<file path="src/rtl/serial_paralelo_rx.sv">
// ============================================================================
// serial_paralelo_rx
//   Receive-side deserializer. It takes the 1-bit serial stream from the PHY
//   Tx (MSB first) and rebuilds 8-bit lane bytes. The byte boundary is found
//   by hunting for the COM symbol. After BC_COUNT consecutive aligned COM
//   bytes the lane is declared active. Non-COM bytes are forwarded only while
//   the lane is active.
//
// Parameters
//   COM_BYTE   alignment/idle symbol; it is never forwarded as data
//   BC_COUNT   number of consecutive aligned COM bytes needed to lock
//
// Ports
//   clk_8f     in   1  bit clock; one serial bit per rising edge
//   reset      in   1  asynchronous reset, active low
//   data_in    in   1  serial input bit, sampled on rising clk_8f
//   data_out   out  8  recovered byte (registered)
//   valid_out  out  1  data_out holds a non-COM byte received while active
//   active     out  1  lane aligned and locked (sticky until reset)
// ============================================================================
module serial_paralelo_rx #(
    parameter logic [7:0] COM_BYTE = 8'hBC,
    parameter int         BC_COUNT = 4
) (
    input  logic       clk_8f,
    input  logic       reset,
    input  logic       data_in,
    output logic [7:0] data_out,
    output logic       valid_out,
    output logic       active
);

    // bc_cnt must be able to hold BC_COUNT itself.
    localparam int            BCW    = (BC_COUNT < 1) ? 1 : $clog2(BC_COUNT + 1);
    localparam logic [BCW-1:0] BC_MAX = BCW'(BC_COUNT);

    typedef enum logic [1:0] {
        HUNT    = 2'd0,
        ALIGNED = 2'd1,
        ACTIVE  = 2'd2
    } state_t;

    state_t         state;
    // Only the 7 most recent bits are stored. The incoming bit completes the
    // candidate byte combinationally, so an eighth stored bit would never be
    // used.
    logic [6:0]     shift_reg;
    logic [2:0]     bit_cnt;
    logic [BCW-1:0] bc_cnt;

    logic [7:0]     cand;
    logic           is_com;
    logic           boundary;
    logic [BCW-1:0] bc_inc;
    logic           lock_now;

    // cand is the byte that ends with the bit sampled on this edge.
    assign cand     = {shift_reg, data_in};
    assign is_com   = (cand == COM_BYTE);
    assign boundary = (bit_cnt == 3'd7);

    // bc_cnt saturates at BC_COUNT and does not wrap.
    assign bc_inc   = (bc_cnt == BC_MAX) ? bc_cnt : bc_cnt + 1'b1;
    assign lock_now = (bc_inc == BC_MAX);

    always_ff @(posedge clk_8f or negedge reset) begin
        if (!reset) begin
            state     <= HUNT;
            shift_reg <= '0;
            bit_cnt   <= '0;
            bc_cnt    <= '0;
            data_out  <= 8'h00;
            valid_out <= 1'b0;
            active    <= 1'b0;
        end else begin
            shift_reg <= cand[6:0];
            bit_cnt   <= bit_cnt + 3'd1;

            case (state)
                // Slide one bit per edge until COM shows up. The match may
                // straddle arbitrary junk. Restarting bit_cnt here places the
                // next boundary exactly 8 edges later.
                HUNT: begin
                    if (is_com) begin
                        bit_cnt <= 3'd0;
                        bc_cnt  <= BCW'(1);
                        if (BC_COUNT <= 1) begin
                            state  <= ACTIVE;
                            active <= 1'b1;
                        end else begin
                            state  <= ALIGNED;
                        end
                    end
                end

                // Count aligned COM bytes. Any non-COM byte on a boundary was
                // a false lock, so hunting starts again.
                ALIGNED: begin
                    if (boundary) begin
                        if (is_com) begin
                            bc_cnt <= bc_inc;
                            if (lock_now) begin
                                state  <= ACTIVE;
                                active <= 1'b1;
                            end
                        end else begin
                            state  <= HUNT;
                            bc_cnt <= '0;
                        end
                    end
                end

                // Locked until reset. COM drops valid but keeps the last byte.
                // Anything else is forwarded as-is, even if the alignment has
                // since slipped.
                ACTIVE: begin
                    if (boundary) begin
                        if (is_com) begin
                            valid_out <= 1'b0;
                        end else begin
                            data_out  <= cand;
                            valid_out <= 1'b1;
                        end
                    end
                end

                default: begin
                    state  <= HUNT;
                    bc_cnt <= '0;
                end
            endcase
        end
    end

endmodule

</file>
<file path="config.mk">
export PLATFORM = sky130hd
export DESIGN_NAME = serial_paralelo_rx
export DESIGN_NICKNAME = d
export VERILOG_FILES = /design/src/rtl/serial_paralelo_rx.sv
export SDC_FILE = /design/constraint.sdc
export NUM_CORES = 1
export LEC_CHECK = 0
export CORE_UTILIZATION = 57
export DETAILED_ROUTE_END_ITERATION = 8
export PLACE_DENSITY = 0.81
export SETUP_SLACK_MARGIN = 0.3
export SYNTH_ARGS = -nofsm -noshare
export SYNTH_HDL_FRONTEND = slang
export SYNTH_SLANG_ARGS = --single-unit
</file>
<file path="constraint.sdc">
create_clock -name clk_8f -period 2.65 [get_ports clk_8f]
set_input_delay 0.265 -clock clk_8f [delete_from_list [all_inputs] [get_ports clk_8f]]
set_output_delay 0.265 -clock clk_8f [all_outputs]
set_load 0.005 [all_outputs]
</file>
==> impl_results.md <==
* Setup violators final at 0
* Start of the worst register-to-register path: shift_reg[5]
* Final global-route overflow total at 0
* Number of nets at the end of the flow at 101
* Number of flip-flops in the largest register at 8
* Critical path capture point type: flip-flop
* Buf/Inv on CP at 1
* Die outline width at 45.10 um
* Wire length of the first global-routing pass at ~3000 um
* Post-place instance area at 1210 um2
* Latest clock arrival within the worst-skew pair at 0.32 ns
* Arr. time, crit path at 2.25 ns
* Post-CTS resize count at 0
* Pin count of the biggest net entering global routing at 26
* Area used by multi-input combinational logic at 399.1 um2
* Routed via count at ~670
* LEAKAGE at 0.0005547 uW
* Final Critical Period at a little over 2 ns
* Worst path cell trace: or4b_4, nor2_4, or2_1, buf_4, mux2_4
* Placed insts at 114
* Final Power at 642.2 uW
* Floorplan Core Area at 1727 um2
* Remaining max-slew budget at the tightest pin at 71.69%
* Setup slack of the most critical reg-to-reg path at 0.63 ns
* Area growth, synth to finish at 16.90%
* Proportion of synthesized chip area in sequential cells at between 50 and 60%
* Router iterations before antenna repair at 4
* Distinct cell type count after synthesis at 33
* Vertical die dimension at 45.10 um
* Worst vdd ir at 389.5 uV
* I/O pins at 13
* Buffer count from post-CTS setup fixing at 0
* Count of final hold-check violations at 0
* Largest fanout on the critical path at 6
* Number of vias per cell at 5.661
* Summed instance area of the synthesized netlist at 1059 um2
* Syn Nets at 84
* Number of buffers created by CTS at 3
* Status: finished, final reports clean
* Startpoint Class: flip-flop
* Final standard cell count with taps included and fillers excluded at 118
* Cell type of the slowest stage on the worst timing path: or4b_4
* CTS Buffer Depth at 2
* Design area at 1237 um2
* CTS root buffer: clkbuf_4
* H-tree level count at 1
* Maximum clock skew at final layout at 0.009193 ns
* Portion of the clock cycle consumed by the worst path in the final layout at roughly three quarters
* Capture point of the worst reg-to-reg path: data_out[3]
* Overall global routing resource usage at a little over a fifth
* Die footprint at 2034 um2
* Count of synthesis-stage warnings from yosys at 0
* Clock slew seen by the registers of the worst setup and hold paths at 0.13 ns
* Count of standard-cell rows at 15
* Number of DRC markers in iteration 0 at 5
* Sequential cell area at 625.6 um2
* Slew Viols, Final at 0
* Worst Setup Path Type: flip-flop to flip-flop
* CTS hold repair buffers at 0
* Data required time at the worst endpoint at between 2 and 3 ns
* Slew at the pin with the worst max-slew slack at approximately 0.42 ns
* Number of DRC violations after detailed routing at 0
* Path class of the lowest-slack min-delay path: input port to async pin
* Unrepaired setup endpoints after global routing: no
* Category of cells accounting for the largest share of critical-path delay: simple AND/OR/NAND/NOR gates
* Detail Route Antenna Nets at 0
* Max-cap violations at 0
* Post-synthesis instance total at 77
* CTS tree: built
* Max Clock Freq at around 490 MHz
* Cell area power density at 518.9 nW/um2
* Post-detailed-route wirelength per cell at 15.36 um
* Fill cell instance count of the final layout at 118
* ANT cells at 0
* Synthesized area divided by synthesized cell count at 13.75 um2
* Wire length reported by the detailed router at 1812 um
* Setup TNS at 0 ns
* Share of final-layout standard cells stronger than drive strength 1 at around 19%
* Worst R2R Path Depth at 5
* Buffers added on ports at 12
* Number of clock sinks seen by CTS at 25
* Placer congestion estimate at about 0.81
* Number of antenna violations at the first check in global routing at 0
* Starting Density at between 60% and 70%
* CP max stage delay at 0.59 ns
* Number of global-route vias before repair at 662
* Number of synthesized register bits at 25
* Utilization of the core after routing at 71.67%
* Hpwl dp at 1333 um
[report_power, final]
group / switching, uW / internal, uW
Combinational: 28.8 / 26.2
Clock: 109 / 56.6
Sequential: 14.5 / 407
[metal layers]
| layer | wire length [um] | track usage [%] |
|---|---|---|
| met4 | 43 | 10.91 |
| met1 | 859 | 29.68 |
| met3 | 53 | 3.600 |
| met2 | 855 | 32.17 |
| met5 | 0 | 0 |
[through the flow]
stage          worst slack (ns)  hold slack [ns]
2_1_floorplan            0.9114         -0.03059
3_3_place_gp             0.4199           0.3923
3_5_place_dp             0.3614           0.3992
4_1_cts                  0.6269           0.3111
5_1_grt                  0.5573           0.3146
6_report                 0.6264           0.2917
[worst register-to-register path, delay by kind of cell, from the launching register on]
family,cells,cell delay (ns)
flip-flops,1,0.43
multiplexers,1,0.30
AND/OR/NAND/NOR,3,1.00
buffers and inverters,1,0.20
[cell type report]
cell class | instances | area share, %
clock inverters | 1 | 0.4044
clock buffers | 3 | 1.820
multi-input cells | 45 | 32.25
well taps | 25 | 2.528
inverters | 5 | 1.517
flip-flops and latches | 25 | 50.56
repair buffers | 14 | 10.92
[cells in the final DEF (no fill, tap or decap), types with 2 or more instances in the layout]
master,n
dfrtp_1,25
a31o_2,2
a21boi_0,2
nand2_1,3
a32o_1,2
mux2_4,6
inv_1,5
clkbuf_4,3
buf_4,2
ha_1,4
clkdlybuf4s50_1,12
a21oi_1,4
[synth_stat cells]
cell / n / share of area (%)
o41ai_1: 1 / 0.83
a21boi_0: 2 / 1.4
a31oi_1: 1 / 0.59
nor3_1: 1 / 0.47
or4b_4: 1 / 1.3
ha_1: 4 / 4.7
a32o_1: 2 / 1.9
a21oi_1: 4 / 1.9
buf_6: 1 / 1.1
nor2_4: 1 / 1.1
a2111oi_2: 1 / 1.4
or2_1: 1 / 0.59
nor3_2: 1 / 0.95
o31ai_1: 1 / 0.71
clkbuf_1: 1 / 0.35
o21ai_1: 1 / 0.47
nand2_1: 3 / 1.1
a41oi_1: 1 / 0.83
nand2b_1: 1 / 0.59
mux2_4: 6 / 8.5
o32ai_1: 1 / 0.83
nor2b_1: 1 / 0.59
or3_1: 1 / 0.59
a2bb2oi_1: 1 / 0.83
inv_1: 5 / 1.8
a31o_2: 2 / 1.7
nor3b_1: 1 / 0.71
and2b_1: 1 / 0.71
nand4_1: 1 / 0.59
o22ai_1: 1 / 0.59
a32oi_1: 1 / 0.83
dfrtp_1: 25 / 59
o21ai_0: 1 / 0.47
[cell families after synthesis]
| family | after synthesis | share of synthesized area (%) |
|---|---|---|
| adders and majority gates | 4 | 4.728 |
| buffers and inverters | 7 | 3.191 |
| AOI/OAI and AO/OA | 21 | 15.25 |
| DFF | 25 | 59.10 |
| and+or+nand+nor | 14 | 9.221 |
| muxes | 6 | 8.511 |
[worst max-delay path by stage]
stage | from | endpoint | depth (start not counted)
final | shift_reg[5] | data_out[3] | 5
after global routing | bit_cnt[0] | data_out[3] | 6
after CTS | shift_reg[5] | data_out[3] | 5
after detailed placement | data_in | data_out[3] | 6
after global placement | data_in | data_out[5] | 6
after floorplan | shift_reg[5] | data_out[0] | 5
Power figures use the tool's default switching activity.
